==> src/rtl/mux_header.sv <==
// Shared constants and FSM state encoding for the VSK/NSK RX demultiplexer.
// Constants only; no logic.
package mux_header;

  localparam int MSB_RAM     = 31;
  localparam int RANG_CNT_RX = MSB_RAM;
  localparam int FOUR        = 4;
  localparam int NULL        = 0;
  localparam int ONE         = 1;

  typedef enum logic [1:0] {
    IDLE  = 2'd0,
    FETCH = 2'd1,
    WAIT  = 2'd2,
    RUN   = 2'd3
  } state_t;

endpackage

==> src/rtl/dec_strobe_sync.sv <==
// Brings dec_ce_n into clk_15_o and emits a one-cycle pulse per rising edge.
// Latency 3 cycles from the input edge; no backpressure.
module dec_strobe_sync (
  input  logic clk_15_o,
  input  logic nrst,
  input  logic dec_ce_n,
  output logic strb
);

  logic sync_1;
  logic sync_2;
  logic sync_3;

  always_ff @(posedge clk_15_o or negedge nrst) begin
    if (!nrst) begin
      sync_1 <= 1'b0;
      sync_2 <= 1'b0;
      sync_3 <= 1'b0;
      strb   <= 1'b0;
    end else begin
      sync_1 <= dec_ce_n;
      sync_2 <= sync_1;
      sync_3 <= sync_2;
      strb   <= sync_2 & ~sync_3;
    end
  end

endmodule

==> src/rtl/demux_v_n_dec.sv <==
// Streams 32-bit RX RAM words LSB first onto the VSK or NSK serial decoder input.
// Bit lands one cycle after its strobe; reads prefetch one word ahead, underrun is sticky.
module demux_v_n_dec
  import mux_header::*;
#(
  parameter int RAM_AW = 10
) (
  input  logic                clk_15_o,
  input  logic                nrst,
  input  logic                mvsk_on,
  input  logic                mnsk_on,
  input  logic                dec_ce_n,
  input  logic [RAM_AW-1:0]   ram_wr_ptr,
  output logic                ram_rd_en,
  output logic [RAM_AW-1:0]   ram_rd_addr,
  input  logic [MSB_RAM:NULL] ram_rd_data,
  output logic                dec_data_v,
  output logic                dec_data_n,
  output logic                dec_bit_valid,
  output logic [FOUR:NULL]    cnt_data,
  output logic                underrun
);

  localparam int               CW       = FOUR + 1;
  localparam logic [FOUR:NULL] CNT_LAST = CW'(RANG_CNT_RX);

  state_t               state;
  state_t               state_nxt;
  logic [1:0]           mode_q;
  logic                 abort;
  logic                 ram_empty;
  logic                 nsk_strb;
  logic                 run_strb;
  logic                 wrap;
  logic                 prefetch;
  logic                 rd_pend;
  logic                 hold_vld;
  logic [MSB_RAM:NULL]  shift_q;
  logic [MSB_RAM:NULL]  hold_q;
  logic                 cur_bit;
  logic                 dv_nxt;
  logic                 dn_nxt;
  logic                 vld_nxt;

  dec_strobe_sync u_strobe_sync (
    .clk_15_o (clk_15_o),
    .nrst     (nrst),
    .dec_ce_n (dec_ce_n),
    .strb     (nsk_strb)
  );

  // Any change of the mode pair is treated like switching off: restart from IDLE.
  assign abort     = !(mvsk_on || mnsk_on) || ({mvsk_on, mnsk_on} != mode_q);
  assign ram_empty = (ram_wr_ptr == ram_rd_addr);
  assign run_strb  = (state == RUN) && !abort && (mvsk_on || nsk_strb);
  assign wrap      = run_strb && (cnt_data == CNT_LAST);
  assign prefetch  = (state == RUN) && !hold_vld && !rd_pend && !ram_empty;
  assign cur_bit   = shift_q[cnt_data];

  always_ff @(posedge clk_15_o or negedge nrst) begin
    if (!nrst) begin
      state <= IDLE;
    end else begin
      state <= state_nxt;
    end
  end

  always_comb begin
    state_nxt = state;
    if (abort) begin
      state_nxt = IDLE;
    end else begin
      case (state)
        IDLE:    if (!ram_empty) state_nxt = FETCH;
        FETCH:   state_nxt = WAIT;
        WAIT:    state_nxt = RUN;
        RUN:     if (wrap && !hold_vld && !rd_pend) state_nxt = IDLE;
        default: state_nxt = IDLE;
      endcase
    end
  end

  always_comb begin
    ram_rd_en = !abort && ((state == FETCH) || prefetch);
    vld_nxt   = run_strb;
    dv_nxt    = dec_data_v;
    dn_nxt    = dec_data_n;
    if (abort || (state != RUN)) begin
      dv_nxt = 1'b0;
      dn_nxt = 1'b0;
    end else if (run_strb) begin
      dv_nxt = mvsk_on & cur_bit;
      dn_nxt = ~mvsk_on & cur_bit;
    end
  end

  always_ff @(posedge clk_15_o or negedge nrst) begin
    if (!nrst) begin
      mode_q        <= 2'b00;
      rd_pend       <= 1'b0;
      ram_rd_addr   <= '0;
      cnt_data      <= '0;
      shift_q       <= '0;
      hold_q        <= '0;
      hold_vld      <= 1'b0;
      underrun      <= 1'b0;
      dec_data_v    <= 1'b0;
      dec_data_n    <= 1'b0;
      dec_bit_valid <= 1'b0;
    end else begin
      mode_q        <= {mvsk_on, mnsk_on};
      rd_pend       <= ram_rd_en;
      dec_data_v    <= dv_nxt;
      dec_data_n    <= dn_nxt;
      dec_bit_valid <= vld_nxt;
      if (abort) begin
        cnt_data <= '0;
        hold_vld <= 1'b0;
        underrun <= 1'b0;
      end else begin
        case (state)
          WAIT: begin
            shift_q     <= ram_rd_data;
            cnt_data    <= '0;
            ram_rd_addr <= ram_rd_addr + RAM_AW'(1);
          end
          RUN: begin
            // A prefetch return lands in hold, or straight in shift when it meets the wrap.
            if (rd_pend) begin
              ram_rd_addr <= ram_rd_addr + RAM_AW'(1);
              if (!wrap) begin
                hold_q   <= ram_rd_data;
                hold_vld <= 1'b1;
              end
            end
            if (run_strb) begin
              if (wrap) begin
                cnt_data <= '0;
                if (hold_vld) begin
                  shift_q  <= hold_q;
                  hold_vld <= 1'b0;
                end else if (rd_pend) begin
                  shift_q <= ram_rd_data;
                end else begin
                  underrun <= 1'b1;
                end
              end else begin
                cnt_data <= cnt_data + CW'(1);
              end
            end
          end
          default: ;
        endcase
      end
    end
  end

endmodule

==> config.mk <==
export PLATFORM = sky130hd
export DESIGN_NAME = demux_v_n_dec
export DESIGN_NICKNAME = d
export VERILOG_FILES = /design/src/rtl/mux_header.sv /design/src/rtl/dec_strobe_sync.sv /design/src/rtl/demux_v_n_dec.sv
export SDC_FILE = /design/constraint.sdc
export NUM_CORES = 1
export LEC_CHECK = 0
export ABC_AREA = 0
export CAP_MARGIN = 20
export CORE_ASPECT_RATIO = 0.9
export CORE_UTILIZATION = 38
export DETAILED_ROUTE_END_ITERATION = 8
export SLEW_MARGIN = 20
export SYNTH_ARGS = -nofsm -noshare
export SYNTH_HDL_FRONTEND = slang
export SYNTH_SLANG_ARGS = --single-unit
==> constraint.sdc <==
create_clock -name clk_15_o -period 3.53 [get_ports clk_15_o]
set_clock_uncertainty 0.1 [all_clocks]
set_input_delay 0.353 -clock clk_15_o [delete_from_list [all_inputs] [get_ports clk_15_o]]
set_output_delay 0.353 -clock clk_15_o [all_outputs]
set_load 0.02 [all_outputs]
==> impl_metrics.json, run 1 <==
{
  "tightest_slew_ns": 1.06,
  "p_int_uw": 2090,
  "status": "completed",
  "setup_viol": 0,
  "clk_transition_reported_paths_ns": 0.06,
  "yosysUniqueCellTypes": 41,
  "crit_arrival_ns": 2.33,
  "fin_crit_ns": 2.78,
  "p_per_area_mw_per_mm2": 482,
  "fp.dieW_um": 115,
  "htree_levels": 3,
  "via_per_inst": 4.99,
  "initial_core_util_pct": 39.8,
  "fin_util_pct": 50.7,
  "synthesis.nets": 431,
  "area_growth_pct": 27.4,
  "postCtsSetupRepairBufs": 0,
  "combPwrFrac_pct": 10.9,
  "regArea_sq_mm": 0.00233,
  "dp_hpwl_um": 5920,
  "synth_area_sq_mm": 0.00439,
  "ys.flop_type": "dfrtp_1",
  "placed_area_sq_mm": 0.00522,
  "setup_tns_ns": 0,
  "p_sw_share_pct": 22.3,
  "syn_avg_cell_area_sq_um": 11.7,
  "seq_power_share_pct": 45.9,
  "cap_violations": 0,
  "synth_edf_count": 0,
  "antenna_found_initial": 0,
  "vias": 2996,
  "rows": 36,
  "ctsHoldBuffers": 1,
  "drt_iter0_drc": 142,
  "num_antenna_cells": 0,
  "switchingPower_uw": 600,
  "final_area_sq_mm": 0.00560,
  "layout.nets": 498,
  "vdd.ir_drop.worst_mv": 0.295,
  "cts_root_buf": "clkbuf_16",
  "synth_warnings": 0,
  "power_uw": 2690,
  "ys_ff_latch": 93,
  "multi_input_area_sq_mm": 0.00199,
  "drc": 0,
  "grt_pass1_vias": 3005,
  "ioPinCount": 67,
  "async_flop_share_pct": 100,
  "cts_tree": "yes",
  "grt_max_degree": 65,
  "cts_buffer_depth": 2,
  "p_clk_share_pct": 43.1,
  "cp.required_ns": 3.08,
  "antenna_left": 0,
  "dieArea_sq_mm": 0.0120,
  "critPathSlowestCell": "clkdlybuf4s50_1",
  "cts.sinks": 93,
  "fill_cells": 998,
  "cts_resized": 0,
  "cp-start-kind": "register",
  "gp_congestion": 0.738,
  "dp_slack_ns": 0.770,
  "grt_usage_pct": 16.3,
  "clock_latency_ns": 0.34,
  "synth_cells": 376,
  "clock.fmax_ghz": 0.359,
  "relSlewSlack_pct": 28.8,
  "hold_class": "register to register",
  "grt_pass1_wl_um": 14900,
  "hold_viol_final": 0,
  "gr-total-overflow": 0,
  "worst-setup-path-type": "register to output port",
  "wl_per_cell_um": 14.7,
  "yosysSeqAreaShare_pct": 53.0,
  "final.period_utilization_pct": 78.8,
  "dr.pass1.iters": 4,
  "drive_above_1_share_pct": 13.4,
  "numCtsBuffers": 9,
  "worstPathMaxFanout": 6,
  "critPathCaptureType": "output port",
  "layout_setup_ws_ns": 0.748,
  "leakage_uw": 0.00272,
  "place.port_buffers": 66,
  "slew_viol_final": 0,
  "die_h_um": 104,
  "wl_um": 8850,
  "cp_cell_sequence": "xor2_1 > nor4_1 > nand3_1 > a31oi_1 > nor2_1 > clkdlybuf4s50_1",
  "cpPeakStageDelay_ns": 0.56,
  "coreArea_sq_mm": 0.0110,
  "rsz0062_at_grt": "no"
}
-- worst paths after layout --
| check | startpoint | endpoint | slack [ns] | depth (start not counted) |
|---|---|---|---|---|
| max | ram_rd_addr[3] | ram_rd_en | 0.75 | 6 |
| min | u_strobe_sync.sync_1 | u_strobe_sync.sync_2 | 0.25 | 0 |
| max reg2reg | cnt_data[2] | shift_q[21] | 1.01 | 8 |
| min reg2reg | u_strobe_sync.sync_1 | u_strobe_sync.sync_2 | 0.25 | 0 |
| max in group asynchronous | nrst | shift_q[6] | 2.06 | 3 |
| min in group asynchronous | nrst | hold_q[18] | 0.50 | 2 |
-- metal layers --
metal	GRT usage, %	part of all wire [%]	up-vias
met5	0	0	-
met4	5.57	1.3	0
met3	4.20	3.5	10
met2	25.5	48	49
met1	21.6	47	1464
li1	-	-	1473
-- synthesized netlist by cell type, drive strengths merged (5+ instances only) --
cell type,count,area share [%]
nor2b,5,0.71
nand2,19,1.6
and3,5,0.71
ha,8,2.3
xor2,15,3.0
mux2i,46,10
nand3,8,0.91
clkbuf,7,0.60
o21ai,5,0.57
nand4,5,0.71
a21oi,35,4.0
buf,11,1.3
mux2,33,8.5
dfrtp,93,53
xnor2,5,1.0
nor2,42,3.6
-- sequential cells by signal, indices dropped and copies added (netlist names) --
name                  flops
cnt_data                  5
dec_bit_valid             1
dec_data_n                1
dec_data_v                1
hold_q                   32
hold_vld                  1
mode_q                    2
ram_rd_addr              10
rd_pend                   1
shift_q                  32
state                     2
u_strobe_sync.strb        1
u_strobe_sync.sync_1      1
u_strobe_sync.sync_2      1
u_strobe_sync.sync_3      1
underrun                  1
-- layout by cell type, fill, tap and decap left out, types with 3 or more instances in the layout --
cell	instances
o21ai_0	5
xnor2_1	5
and3_1	5
bufinv_16	4
nor2_1	42
clkbuf_16	9
mux2_2	29
a21oi_1	34
nand2_1	18
mux4_2	3
mux2i_1	46
xor2_1	15
ha_1	8
nand3b_1	3
a22o_1	3
buf_4	8
nand3_1	8
nor2b_1	5
nand4_1	5
dfrtp_1	93
clkdlybuf4s50_1	65
mux2_1	4
-- through the flow --
step / hold WS, ns / instances
final: 0.253 / 600
after global placement: 0.236 / 583
after CTS: 0.258 / 600
after floorplan: -0.0426 / 376
after detailed placement: 0.241 / 583
after global routing: 0.269 / 600
-- cells by family after synthesis --
group | share of synthesized area, %
flops | 53.0
compound gates | 8.04
buf+inv | 2.08
xor+xnor | 3.99
simple gates | 10.1
mux | 20.5
fa+ha+maj | 2.28
-- power groups by stage --
stage                     Sequential (uW)  Clock [uW]  Combinational [uW]
after floorplan                      1250           0                 165
after global placement               1250           0                 290
after detailed placement             1260           0                 297
after CTS                            1240        1190                 301
after global routing                 1250        1240                 337
final                                1240        1160                 295
-- critical path, delay by kind of cell, from the launching register on --
kind            cells  cell delay [ns]
compound gates      1             0.18
xor+xnor            1             0.19
buf+inv             1             0.56
flops               1             0.46
simple gates        3             0.59
-- layout make-up --
cell class / count / share of cell area [%]
sequential: 93 / 41.6
multi-input combinational: 263 / 35.5
timing repair buffer: 74 / 12.9
clock buffer: 10 / 4.09
tap: 152 / 3.40
clock inverter: 6 / 2.42
inverter: 2 / 0.134
Power figures use the tool's default switching activity.
==> run 2, diff against run 1 <==
Clock period 3.53 ns to 2.9 ns, I/O delays scaled along.
==> impl_metrics.json, run 2 (synthesis results as in run 1) <==
{
  "setup_tns_ns": 0,
  "dieArea_sq_mm": 0.0120,
  "rsz0062_at_grt": "no",
  "status": "completed",
  "ioPinCount": 67,
  "regToRegSetupSlack_ns": 0.53,
  "leakage_uw": 0.00272,
  "place.port_buffers": 66,
  "initial_core_util_pct": 39.8,
  "cts.sinks": 93,
  "wl_per_cell_um": 14.3,
  "rows": 36,
  "coreArea_sq_mm": 0.0110,
  "gr-total-overflow": 0,
  "setup_viol": 0,
  "worst-setup-path-type": "register to output port",
  "htree_levels": 3,
  "grt_pass1_vias": 3109,
  "wl_um": 8620,
  "grt_pass1_wl_um": 14800,
  "antenna_left": 0,
  "via_per_inst": 5.00,
  "crit_arrival_ns": 2.31,
  "dr.pass1.iters": 4,
  "clock.fmax_ghz": 0.371,
  "cts_buffer_depth": 2,
  "p_per_area_mw_per_mm2": 541,
  "cp.required_ns": 2.51,
  "drt_iter0_drc": 117,
  "layout_common_cells": "93 x dfrtp_1, 65 x clkdlybuf4s50_1, 46 x mux2i_1",
  "die_h_um": 104,
  "grt_usage_pct": 16.0,
  "drive_above_1_share_pct": 14.0,
  "worstPathMaxFanout": 5,
  "tightest_slew_ns": 0.599,
  "antenna_found_initial": 0,
  "fin_crit_ns": 2.70,
  "layout.nets": 501,
  "vdd.ir_drop.worst_mv": 0.329,
  "vias": 3017,
  "fp.dieW_um": 115,
  "relSlewSlack_pct": 60.1,
  "clk_transition_reported_paths_ns": 0.06,
  "largestRegisters": "hold_q x32, shift_q x32, ram_rd_addr x10",
  "postCtsSetupRepairBufs": 0,
  "final_area_sq_mm": 0.00559,
  "layout_commonest_cell": "dfrtp_1",
  "hold_class": "register to register",
  "grt_max_degree": 65,
  "num_antenna_cells": 0,
  "numCtsBuffers": 9,
  "hold_viol_final": 0,
  "cp-start-kind": "register",
  "cap_violations": 0,
  "critPathCaptureType": "output port",
  "final.period_utilization_pct": 93.0,
  "area_growth_pct": 27.4,
  "gp_congestion": 0.769,
  "clock_latency_ns": 0.34,
  "slew_viol_final": 0,
  "cts_tree": "yes",
  "cts_root_buf": "clkbuf_16",
  "dp_hpwl_um": 6070,
  "placed_area_sq_mm": 0.00528,
  "drc": 0
}
==> run 2: changes by cell type in the layout (fill, tap and decap cells not counted), sizes merged <==
cell,change
buf,+3
clkbuf,+2
clkinv,+2
clkinvlp,-1
bufinv,-3
==> run 2: cell type report <==
cell class              count  area (sq um)
clock inverters             4          47.5
multi-input cells         263          1990
inverters                   2          7.51
well taps                 152           190
flip-flops and latches     93          2330
fillers                  1031          5440
repair buffers             77           781
clock buffers              12           246
==> run 2: through the flow <==
| step | instances | util (%) | setup slack, ns | power, uW | hold slack [ns] |
|---|---|---|---|---|---|
| finish | 603 | 50.7 | 0.203 | 3030 | 0.257 |
| floorplan | 376 | - | 0.473 | 1720 | -0.106 |
| global route | 603 | 50.7 | 0.0375 | 3190 | 0.272 |
| CTS | 603 | 50.6 | 0.172 | 3070 | 0.261 |
| detailed placement | 586 | 47.9 | 0.314 | 1900 | 0.241 |
| global placement | 586 | 47.9 | 0.358 | 1880 | 0.233 |
==> run 2: what timing repair did <==
action / in CTS / in global routing
endpoints found under the hold margin: 45 / 0
setup endpoints to repair: 0 / 1
hold buffers: 1 / 0
resized for setup: 0 / 1
==> run 2: power breakdown <==
group	switching [uW]	internal, uW	total [uW]
clock	472	689	1160
sequential	75.8	1430	1510
combinational	169	192	361
total	716	2310	3030
==> run 2: per-layer routing <==
metal	up-vias	global-route usage [%]	share of wire [%]
met5	-	0	0
met4	0	5.01	1.3
met3	8	5.19	4.0
met2	42	24.7	47
met1	1479	21.2	48
li1	1488	-	-
==> run 2: path summary, 6_finish.rpt <==
kind                                   endpoint            startpoint  cells after the start
min in group asynchronous           shift_q[18]                  nrst                      2
max in group asynchronous        ram_rd_addr[4]                  nrst                      3
max reg2reg                          dec_data_n           cnt_data[0]                      6
min reg2reg                u_strobe_sync.sync_2  u_strobe_sync.sync_1                      0
max                                   ram_rd_en        ram_rd_addr[6]                      6
min                        u_strobe_sync.sync_2  u_strobe_sync.sync_1                      0
==> run 2: worst max-delay path, stage by stage, from the launching register on <==
cell,delay (ns)
dfrtp_1,0.45
xor2_1,0.19
nor4_1,0.38
nand3_1,0.13
a31oi_1,0.19
nor2_1,0.07
clkdlybuf4s50_1,0.56
==> run 3, diff against run 2 <==
Settings changed: ABC_AREA 0 to 1.
==> impl_metrics.json, run 3 <==
{
  "status": "completed",
  "synth.top_cells.by_area": "dfrtp_1 47%, nand2_1 16%, nand3_1 11%",
  "dieArea_sq_mm": 0.0134,
  "grt_pass1_wl_um": 19300,
  "synth_warnings": 0,
  "relSlewSlack_pct": 57.7,
  "num_antenna_cells": 0,
  "drt_iter0_drc": 249,
  "layout.nets": 732,
  "synth_edf_count": 0,
  "rsz0062_at_grt": "no",
  "use_met2_pct": 29.1,
  "cp-start-kind": "register",
  "cap_violations": 0,
  "dr.pass1.iters": 4,
  "wl_um": 11100,
  "final_cells": 846,
  "leakage_uw": 0.00306,
  "ys_ff_latch": 93,
  "layout_commonest_cell": "nand2_1",
  "gr-total-overflow": 0,
  "cts_tree": "yes",
  "worstPathMaxFanout": 7,
  "final.period_utilization_pct": 92.0,
  "syn_avg_cell_area_sq_um": 8.00,
  "clock.fmax_ghz": 0.375,
  "grt_pass1_vias": 3998,
  "postCtsSetupRepairBufs": 0,
  "antenna_left": 0,
  "grt_max_degree": 48,
  "cts_buffer_depth": 2,
  "placed_cells": 829,
  "dp_hpwl_um": 7670,
  "tightest_slew_ns": 0.632,
  "largestRegisters": "hold_q x32, shift_q x32, ram_rd_addr x10",
  "initial_core_util_pct": 38.9,
  "ys.flop_type": "dfrtp_1",
  "synthesis.nets": 670,
  "setup_viol": 0,
  "hold_viol_final": 0,
  "p_per_area_mw_per_mm2": 588,
  "worst-setup-path-type": "register to output port",
  "synth_top_area_share_pct": 47.3,
  "fill_cells": 1232,
  "gp_congestion": 0.811,
  "fin_hold_ws_ns": 0.257,
  "fin_crit_ns": 2.67,
  "crit_arrival_ns": 2.28,
  "numCtsBuffers": 9,
  "synth_area_leader_cell": "dfrtp_1",
  "slew_viol_final": 0,
  "yosysSeqAreaShare_pct": 47.3,
  "synth_common_cells": "216 x nand2_1, 105 x nand3_1, 93 x dfrtp_1",
  "yosysUniqueCellTypes": 27,
  "area_growth_pct": 22.9,
  "hold_class": "register to register",
  "vdd.ir_drop.worst_mv": 0.274,
  "ioPinCount": 67,
  "fin_util_pct": 47.8,
  "setup_tns_ns": 0,
  "die_h_um": 110,
  "grt_usage_pct": 18.4,
  "antenna_found_initial": 0,
  "vias": 4094,
  "clock_latency_ns": 0.34,
  "cp.required_ns": 2.51,
  "async_flop_share_pct": 100,
  "layout_common_cells": "216 x nand2_1, 105 x nand3_1, 93 x dfrtp_1",
  "drive_above_1_share_pct": 11.1,
  "htree_levels": 3,
  "synth_area_sq_mm": 0.00492,
  "via_per_inst": 4.84,
  "rows": 39,
  "met1_usage_pct": 25.7,
  "cts_root_buf": "clkbuf_16",
  "synth_cells": 615,
  "top_usage_layer": "met2",
  "grt_use_met3_pct": 3.79,
  "wl_per_cell_um": 13.1,
  "cts.sinks": 93,
  "critPathCaptureType": "output port",
  "drc": 0,
  "place.port_buffers": 66,
  "fp.dieW_um": 122,
  "clk_transition_reported_paths_ns": 0.07,
  "coreArea_sq_mm": 0.0126,
  "synth_most_common_cell": "nand2_1"
}
## run 3: what timing repair did
item                                   4_1_cts  5_1_grt
setup endpoints to repair                    0        1
endpoints found under the hold margin       45        0
hold buffers                                 1        0
resized for setup                            0        1
## run 3: path summary, 6_finish.rpt
kind                       slack (ns)  cells past startpoint                 start              endpoint
min in group asynchronous        0.40                      2                  nrst        ram_rd_addr[9]
min reg2reg                      0.26                      0  u_strobe_sync.sync_1  u_strobe_sync.sync_2
max in group asynchronous        1.54                      3                  nrst             hold_q[7]
max                              0.23                      6              state[0]             ram_rd_en
min                              0.26                      0  u_strobe_sync.sync_1  u_strobe_sync.sync_2
max reg2reg                      0.67                      8           cnt_data[0]            hold_q[19]
## run 3: worst max-delay path: stages (launching register included)
cell	delay, ns
dfrtp_1	0.40
ha_1	0.31
inv_1	0.15
nor2_2	0.24
a21oi_1	0.10
nor2_1	0.13
clkdlybuf4s50_1	0.62
## run 3: area by class of cell
| class | count | area [sq um] | area share, % |
|---|---|---|---|
| flip-flops and latches | 93 | 2330 | 38.5 |
| multi-input cells | 432 | 2250 | 37.1 |
| repair buffers | 79 | 758 | 12.5 |
| inverters | 62 | 233 | 3.85 |
| clock buffers | 10 | 229 | 3.79 |
| well taps | 164 | 205 | 3.39 |
| clock inverters | 6 | 48.8 | 0.807 |
## run 3: routing by layer
| metal | up-vias | wire, um |
|---|---|---|
| met2 | 80 | 4850 |
| met1 | 1928 | 5690 |
| li1 | 2077 | - |
| met3 | 9 | 461 |
| met5 | - | 0 |
| met4 | 0 | 110 |
## run 3: cells by family (layout without fill, tap and decap cells)
group | Yosys count | after routing | synth area share, %
AOI/OAI and AO/OA | 14 | 14 | 1.91
xor gates and xnor gates | 14 | 14 | 2.49
adders and majority gates | 8 | 8 | 2.04
buffers and inverters | 90 | 157 | 7.20
DFF | 93 | 93 | 47.3
muxes | 32 | 32 | 7.33
and+or+nand+nor | 364 | 364 | 31.7
## run 3: through the flow
stage / area (sq um) / setup WS (ns) / power, uW
final: 6050 / 0.233 / 3560
after global routing: 6050 / 0.0805 / 3790
after CTS: 6040 / 0.101 / 3590
after detailed placement: 5760 / 0.275 / 2480
after global placement: 5760 / 0.364 / 2460
after floorplan: 4920 / 0.952 / 2160
## run 3: where the power goes
group / switching [uW] / leakage (uW) / internal, uW / total [uW]
Combinational: 410 / 0.00171 / 355 / 765
Sequential: 161 / 0.00123 / 1520 / 1680
Clock: 520 / 0.000125 / 587 / 1110
